## config.mk

```make
export PLATFORM = sky130hd
export DESIGN_NAME = spi_master_dma_flat
export DESIGN_NICKNAME = d
export VERILOG_FILES = /design/src/rtl/spi_master_dma_if.sv /design/src/rtl/spi_master_dma.sv /design/src/flat_wrapper.sv
export SDC_FILE = /design/constraint.sdc
export NUM_CORES = 1
export LEC_CHECK = 0
export ABC_CLOCK_PERIOD_IN_PS = 5600
export CAP_MARGIN = 20
export CORE_UTILIZATION = 50
export CTS_BUF_LIST = sky130_fd_sc_hd__clkbuf_16
export CTS_CLUSTER_DIAMETER = 150
export CTS_CLUSTER_SIZE = 8
export DETAILED_ROUTE_END_ITERATION = 12
export PLACE_DENSITY = 0.73
export SLEW_MARGIN = 15
export SYNTH_ARGS = -nofsm -noshare
export SYNTH_HDL_FRONTEND = slang
export SYNTH_SLANG_ARGS = --single-unit
```

## constraint.sdc

```tcl
create_clock -name clk -period 5.6 [get_ports clk]
set_input_delay 1.12 -clock clk [delete_from_list [all_inputs] [get_ports clk]]
set_output_delay 1.12 -clock clk [all_outputs]
set_load 0.02 [all_outputs]
```

## src/rtl/spi_master_dma_if.sv

```systemverilog
// spi_master_dma_if: the signal bundle around the SPI block-transfer master.
//   control : start, op, cpol, cpha, len  (from the command engine)
//             busy, done                  (status back to the command engine)
//   memory  : address, data_out, wr       (to the byte memory)
//             data_in                     (combinational read data)
//   spi     : sclk, mosi, cs_n            (to the card)
//             miso                        (from the card)
// modport master is taken by the SPI master; modport slave is the view of
// everything around it (command engine, memory and card together).
interface spi_master_dma_if #(
  parameter int MEM_DEPTH = 512
);
  localparam int AW = $clog2(MEM_DEPTH);
  localparam int LW = $clog2(MEM_DEPTH + 1);

  logic          start;
  logic [1:0]    op;
  logic          cpol;
  logic          cpha;
  logic [LW-1:0] len;
  logic          busy;
  logic          done;

  logic [AW-1:0] address;
  logic [7:0]    data_in;
  logic [7:0]    data_out;
  logic          wr;

  logic          sclk;
  logic          mosi;
  logic          miso;
  logic          cs_n;

  modport master (
    input  start, op, cpol, cpha, len, data_in, miso,
    output busy, done, address, data_out, wr, sclk, mosi, cs_n
  );

  modport slave (
    output start, op, cpol, cpha, len, data_in, miso,
    input  busy, done, address, data_out, wr, sclk, mosi, cs_n
  );
endinterface

```

## src/rtl/spi_master_dma.sv

```systemverilog
// spi_master_dma: moves len bytes between a local byte memory and an SPI
// slave. Supports all four CPOL/CPHA modes, a programmable SCLK divider,
// chip-select guard time and three transfer modes (TX, RX, exchange).
// Ports:
//   clk  system clock, single domain
//   rst  asynchronous active-high reset
//   bus  spi_master_dma_if.master: start/op/cpol/cpha/len in, busy/done out;
//        address/data_out/wr to memory, data_in from memory;
//        sclk/mosi/cs_n to the slave, miso from the slave
module spi_master_dma #(
  parameter int MEM_DEPTH = 512,
  parameter int CLK_DIV   = 2,
  parameter int CS_GUARD  = 1
) (
  input  logic             clk,
  input  logic             rst,
  spi_master_dma_if.master bus
);
  localparam int AW = $clog2(MEM_DEPTH);
  localparam int LW = $clog2(MEM_DEPTH + 1);
  localparam int DW = (CLK_DIV > 1) ? $clog2(CLK_DIV) : 1;
  localparam int GW = (CS_GUARD > 1) ? $clog2(CS_GUARD) : 1;

  localparam logic [DW-1:0] DIV_LAST   = DW'((CLK_DIV > 1) ? CLK_DIV - 1 : 0);
  localparam logic [GW-1:0] GUARD_LAST = GW'((CS_GUARD > 1) ? CS_GUARD - 1 : 0);

  localparam logic [1:0] OP_TX   = 2'b00;
  localparam logic [1:0] OP_RX   = 2'b01;
  localparam logic [1:0] OP_XCHG = 2'b10;

  localparam logic [2:0] S_IDLE  = 3'd0;
  localparam logic [2:0] S_SETUP = 3'd1;
  localparam logic [2:0] S_LOAD  = 3'd2;
  localparam logic [2:0] S_SHIFT = 3'd3;
  localparam logic [2:0] S_STORE = 3'd4;
  localparam logic [2:0] S_HOLD  = 3'd5;
  localparam logic [2:0] S_DONE  = 3'd6;

  logic [2:0]    state;
  logic [1:0]    op_q;
  logic          cpol_q;
  logic          cpha_q;
  logic [LW-1:0] len_q;
  logic [LW-1:0] byte_cnt;
  logic [GW-1:0] guard_cnt;
  logic [DW-1:0] div_cnt;
  logic [3:0]    edge_cnt;
  logic [7:0]    tx_sr;
  logic [7:0]    rx_sr;

  logic [AW-1:0] address_q;
  logic [7:0]    data_out_q;
  logic          wr_q;
  logic          sclk_q;
  logic          mosi_q;
  logic          cs_n_q;
  logic          busy_q;
  logic          done_q;

  assign bus.address  = address_q;
  assign bus.data_out = data_out_q;
  assign bus.wr       = wr_q;
  assign bus.sclk     = sclk_q;
  assign bus.mosi     = mosi_q;
  assign bus.cs_n     = cs_n_q;
  assign bus.busy     = busy_q;
  assign bus.done     = done_q;

  logic       div_tick;
  logic       last_edge;
  logic       sample_now;
  logic       shift_now;
  logic       store_en;
  logic [7:0] load_byte;
  logic [7:0] rx_sampled;

  // Edge bookkeeping: even edge_cnt values are leading SCLK edges, odd ones
  // trailing. cpha=0 samples on leading edges, cpha=1 on trailing edges;
  // the opposite edges shift, except the final edge of a byte (a trailing
  // edge), after which nothing further is driven for this byte.
  always_comb begin
    // NOTE: every signal gets a value before any branch, so no latch can be inferred.
    div_tick   = (div_cnt == DIV_LAST);
    last_edge  = (edge_cnt == 4'd15);
    sample_now = (~edge_cnt[0]) ^ cpha_q;
    shift_now  = ~sample_now & ~last_edge;
    store_en   = (op_q == OP_RX) || (op_q == OP_XCHG);
    load_byte  = (op_q == OP_RX) ? 8'hFF : bus.data_in;
    rx_sampled = {rx_sr[6:0], bus.miso};
  end

  // NOTE: sequential state uses non-blocking (<=) so every flop sees pre-edge values.
  always_ff @(posedge clk or posedge rst) begin
    if (rst) begin
      state      <= S_IDLE;
      op_q       <= OP_TX;
      cpol_q     <= 1'b0;
      cpha_q     <= 1'b0;
      len_q      <= '0;
      byte_cnt   <= '0;
      guard_cnt  <= '0;
      div_cnt    <= '0;
      edge_cnt   <= '0;
      tx_sr      <= '0;
      rx_sr      <= '0;
      address_q  <= '0;
      data_out_q <= '0;
      wr_q       <= 1'b0;
      sclk_q     <= 1'b0;
      mosi_q     <= 1'b1;
      cs_n_q     <= 1'b1;
      busy_q     <= 1'b0;
      done_q     <= 1'b0;
    end else begin
      done_q <= 1'b0;
      case (state)
        S_IDLE: begin
          if (bus.start) begin
            busy_q <= 1'b1;
            if (bus.len == '0) begin
              // Empty transfer: report completion without touching the bus.
              state <= S_DONE;
            end else begin
              op_q      <= bus.op;
              cpol_q    <= bus.cpol;
              cpha_q    <= bus.cpha;
              len_q     <= bus.len;
              byte_cnt  <= '0;
              guard_cnt <= '0;
              address_q <= '0;
              sclk_q    <= bus.cpol;
              cs_n_q    <= 1'b0;
              state     <= S_SETUP;
            end
          end
        end

        S_SETUP: begin
          if (guard_cnt == GUARD_LAST) begin
            state <= S_LOAD;
          end else begin
            guard_cnt <= guard_cnt + GW'(1);
          end
        end

        S_LOAD: begin
          // cpha=0 needs the MSB on the wire before the first (sampling)
          // edge; cpha=1 drives it on that first edge instead.
          if (!cpha_q) begin
            mosi_q <= load_byte[7];
            tx_sr  <= {load_byte[6:0], 1'b0};
          end else begin
            tx_sr  <= load_byte;
          end
          edge_cnt <= '0;
          div_cnt  <= '0;
          state    <= S_SHIFT;
        end

        S_SHIFT: begin
          if (div_tick) begin
            div_cnt  <= '0;
            sclk_q   <= ~sclk_q;
            edge_cnt <= edge_cnt + 4'd1;
            if (sample_now) begin
              rx_sr <= rx_sampled;
            end
            if (shift_now) begin
              mosi_q <= tx_sr[7];
              tx_sr  <= {tx_sr[6:0], 1'b0};
            end
            if (last_edge) begin
              // Present the write during STORE so it lands at the address
              // of the byte just finished, before address advances.
              // The final edge is a sampling edge only for cpha=1.
              if (store_en) begin
                data_out_q <= cpha_q ? rx_sampled : rx_sr;
              end
              wr_q  <= store_en;
              state <= S_STORE;
            end
          end else begin
            div_cnt <= div_cnt + DW'(1);
          end
        end

        S_STORE: begin
          wr_q <= 1'b0;
          if (byte_cnt + LW'(1) == len_q) begin
            guard_cnt <= '0;
            state     <= S_HOLD;
          end else begin
            byte_cnt  <= byte_cnt + LW'(1);
            address_q <= address_q + AW'(1);
            state     <= S_LOAD;
          end
        end

        S_HOLD: begin
          if (guard_cnt == GUARD_LAST) begin
            cs_n_q <= 1'b1;
            mosi_q <= 1'b1;
            state  <= S_DONE;
          end else begin
            guard_cnt <= guard_cnt + GW'(1);
          end
        end

        S_DONE: begin
          done_q <= 1'b1;
          busy_q <= 1'b0;
          state  <= S_IDLE;
        end

        default: state <= S_IDLE;
      endcase
    end
  end
endmodule

```

## src/flat_wrapper.sv

```systemverilog
// flat-port wrapper written by rule: the top's interface ports become plain ports
module spi_master_dma_flat 
#(
  parameter int MEM_DEPTH = 512,
  parameter int CLK_DIV   = 2,
  parameter int CS_GUARD  = 1
)
  (clk, rst, bus_start, bus_op, bus_cpol, bus_cpha, bus_len, bus_data_in, bus_miso, bus_busy, bus_done, bus_address, bus_data_out, bus_wr, bus_sclk, bus_mosi, bus_cs_n);
  spi_master_dma_if #(.MEM_DEPTH(MEM_DEPTH)) bus_i ();
  input  logic clk;
  input  logic rst;
  input wire logic [$bits(bus_i.start)-1:0] bus_start;
  input wire logic [$bits(bus_i.op)-1:0] bus_op;
  input wire logic [$bits(bus_i.cpol)-1:0] bus_cpol;
  input wire logic [$bits(bus_i.cpha)-1:0] bus_cpha;
  input wire logic [$bits(bus_i.len)-1:0] bus_len;
  input wire logic [$bits(bus_i.data_in)-1:0] bus_data_in;
  input wire logic [$bits(bus_i.miso)-1:0] bus_miso;
  output wire logic [$bits(bus_i.busy)-1:0] bus_busy;
  output wire logic [$bits(bus_i.done)-1:0] bus_done;
  output wire logic [$bits(bus_i.address)-1:0] bus_address;
  output wire logic [$bits(bus_i.data_out)-1:0] bus_data_out;
  output wire logic [$bits(bus_i.wr)-1:0] bus_wr;
  output wire logic [$bits(bus_i.sclk)-1:0] bus_sclk;
  output wire logic [$bits(bus_i.mosi)-1:0] bus_mosi;
  output wire logic [$bits(bus_i.cs_n)-1:0] bus_cs_n;
  assign bus_i.start = bus_start;
  assign bus_i.op = bus_op;
  assign bus_i.cpol = bus_cpol;
  assign bus_i.cpha = bus_cpha;
  assign bus_i.len = bus_len;
  assign bus_i.data_in = bus_data_in;
  assign bus_i.miso = bus_miso;
  assign bus_busy = bus_i.busy;
  assign bus_done = bus_i.done;
  assign bus_address = bus_i.address;
  assign bus_data_out = bus_i.data_out;
  assign bus_wr = bus_i.wr;
  assign bus_sclk = bus_i.sclk;
  assign bus_mosi = bus_i.mosi;
  assign bus_cs_n = bus_i.cs_n;
  spi_master_dma #(.MEM_DEPTH(MEM_DEPTH), .CLK_DIV(CLK_DIV), .CS_GUARD(CS_GUARD)) u_core (.clk(clk), .rst(rst), .bus(bus_i));
endmodule
```

==> parameters.txt <==
Parameter                              Value

Synthesis
  Syn Area/Cell ... 9.12 µm²
  Top_reg_cell synth ... dfrtp_1
  Number of warnings issued by yosys ... 0
  Syn Std Cell Area ... 3790 µm²
  Total nets after synthesis ... 446
  Mapped Cells ... 416
  Synth async-reset ratio ... 1.00
  Part of the Yosys area used for sequential elements ... 0.462
  Netlist cell types ... 58
  Post-synthesis register bit count ... 70
  Post-synth EDFFs ... 0

Pwr
  Power density of the placed cells ... 494 nW/µm²
  Leakage power figure ... 2.04 nW
  VDD IR-drop max ... 0.000228 V

Worst setup path
  Arrival time at the worst endpoint ... 3170 ps
  Crit path required time ... 5810 ps
  CP Launch Type ... input pin
  CP Max Fanout ... 18
  Crit Path Category ... input pin to register
  Critical Path Sink Type ... register

Timing
  RSZ-0062 raised after global routing ... no
  Hold violation count in the final report ... 0
  Least-Margin Pin Slew ... 944 ps
  Pins Over Slew Limit ... 0
  Part of the cycle the worst path needs ... 0.529
  Worst slack on hold paths ... 504 ps
  Max-slew headroom ... 0.370
  Count of endpoints failing setup in the final report ... 0
  Largest clock skew in the final design ... 6.14 ps
  Minimum period implied by the final worst setup slack ... 2960 ps
  Summed negative setup slack over all endpoints ... 0 ps
  Fmax ... 338 MHz

Routing
  First-iteration detailed-routing DRC count ... 238
  Aggregate routed wire length ... 8780 µm
  Vias per cell ... 5.86
  Initial DRT Pass Iterations ... 5
  Number of vias in the routed layout ... 3288
  WL/cell ... 15.7 µm
  Number of remaining DRC errors ... 0
  Post-route antenna net violation count ... 0

Clock tree
  Number of setup buffers added after CTS ... 0
  Skew-Pair Late Insertion Delay ... 330 ps
  CTS Buffer Depth ... 2
  Reg clk slew, reported paths ... 60 ps
  Root buffer cell ... clkbuf_16
  H-tree depth reported by CTS ... 3
  CTS resizes ... 0
  Hold-fix buffers at CTS ... 0
  TritonCTS clock tree ... done
  Cts bufs inserted ... 9
  Clock Sinks ... 70

Floorplan
  Die W ... 89.1 µm
  Effective utilization at floorplan ... 0.520
  Die Outline Area ... 7940 µm²
  # rows ... 31
  Num ports ... 49
  Die Ht ... 89.1 µm
  Placeable core region ... 7290 µm²

Cells and area
  Storage cell area ... 1750 µm²
  Leading cell types in the layout, fill and taps excluded ... nand2_1 (70), dfrtp_1 (68), clkdlybuf4s50_1 (48)
  Share of layout cells above drive strength 1 ... 0.0823
  Antenna Diode Count ... 0
  FILL cells ... 635
  Nets ... 487
  Area of the multi-input gates ... 1900 µm²
  Growth of design area from synthesis to finish ... 23.3%
  Most common cell after layout, fill and taps aside ... nand2_1

Global route
  Maximum number of pins on one net before global-route repair ... 45
  All-Layer GR Usage ... 0.236
  Via count of the first global-routing pass ... 2942
  Congestion Overflow GR ... 0
  Wire length of the first global-routing pass ... 14200 µm
  Number of antenna violations at the first check in global routing ... 0

Run status
  Outcome ... finished clean

Hold path
  Worst min path class ... register to register

Placed design
  Placed wire-length estimate after detailed placement ... 6160 µm
  Count of buffers inserted at the top-level ports ... 48
  Weighted congestion at the end of routability-driven global placement ... 0.842

Job
  Count of max-cap constraint violations ... 0
power breakdown:
part           total (mW)  internal [mW]  switching (mW)
Combinational       0.789          0.340           0.449
Clock               0.645          0.432           0.212
Sequential          0.879          0.658           0.220
Total                2.31           1.43           0.882
synth_stat cells, types with 8 or more instances:
cell type	count	area [µm²]
a21oi_1	23	115
dfrtp_1	68	1700
mux2_2	9	101
nand3_1	16	80.1
nand2_1	70	263
inv_1	17	63.8
nor2_1	26	97.6
xnor2_1	8	70.1
mux2i_1	17	170
o21ai_0	31	155
clkbuf_1	13	48.8
logic make-up after synthesis:
group	share of synthesized area
and+or+nand+nor	0.194
AOI/OAI and AO/OA	0.187
DFF	0.462
buffers and inverters	0.0422
muxes	0.0716
xor gates and xnor gates	0.0300
adders and majority gates	0.0132
state kept, by name, summed over array words and instances (netlist names), 2 cells and up:
register,count
u_core.rx_sr,8
u_core.edge_cnt,4
u_core.byte_cnt,10
u_core.bus.address,9
u_core.len_q,10
u_core.op_q,2
u_core.state,3
u_core.tx_sr,8
u_core.bus.data_out,8
critical path, cell delays in order:
cell	delay [ps]
clkdlybuf4s50_1	480
nor4_1	60
nand3_1	240
nand4_1	700
nand2_1	270
a21oi_1	60
a31o_2	240
worst paths after layout:
path	start	endpoint	slack [ps]	cells after the start
min in group asynchronous	rst	u_core.bus.data_out[2]$_DFFE_PP0P_	1300	2
max	bus_len[7]	u_core.bus.address[7]$_DFFE_PP0P_	2640	7
min	u_core.len_q[6]$_DFFE_PP0P_	u_core.len_q[6]$_DFFE_PP0P_	500	2
max reg2reg	u_core.byte_cnt[0]$_DFFE_PP0P_	u_core.bus.address[7]$_DFFE_PP0P_	2860	8
min reg2reg	u_core.len_q[6]$_DFFE_PP0P_	u_core.len_q[6]$_DFFE_PP0P_	500	2
max in group asynchronous	rst	u_core.bus.mosi$_DFFE_PP1P_	3350	3
stage by stage:
| step | util | instances | worst slack (ps) | instance area (µm²) | power (mW) |
|---|---|---|---|---|---|
| after floorplan | - | 416 | 2720 | 3790 | 1.43 |
| after global placement | 0.594 | 545 | 2230 | 4330 | 1.63 |
| after detailed placement | 0.594 | 545 | 2170 | 4330 | 1.67 |
| after CTS | 0.641 | 561 | 2510 | 4670 | 2.32 |
| after global routing | 0.641 | 561 | 2460 | 4680 | 2.47 |
| final | 0.641 | 561 | 2640 | 4680 | 2.31 |
metal layers:
metal | up-vias | routed length (µm) | global-route usage
met5 | - | 0 | 0
met4 | 0 | 132 | 0.0808
met3 | 12 | 398 | 0.0489
met2 | 93 | 4340 | 0.388
met1 | 1584 | 3920 | 0.312
li1 | 1599 | - | -
cell type report:
class	count	share of cell area
Multi-Input combinational cell	308	0.406
Sequential cell	70	0.375
Timing Repair Buffer	50	0.106
Clock buffer	9	0.0482
Tap cell	99	0.0265
Clock inverter	7	0.0243
Inverter	18	0.0144
Note: power is estimated with default switching activity, not from simulation.
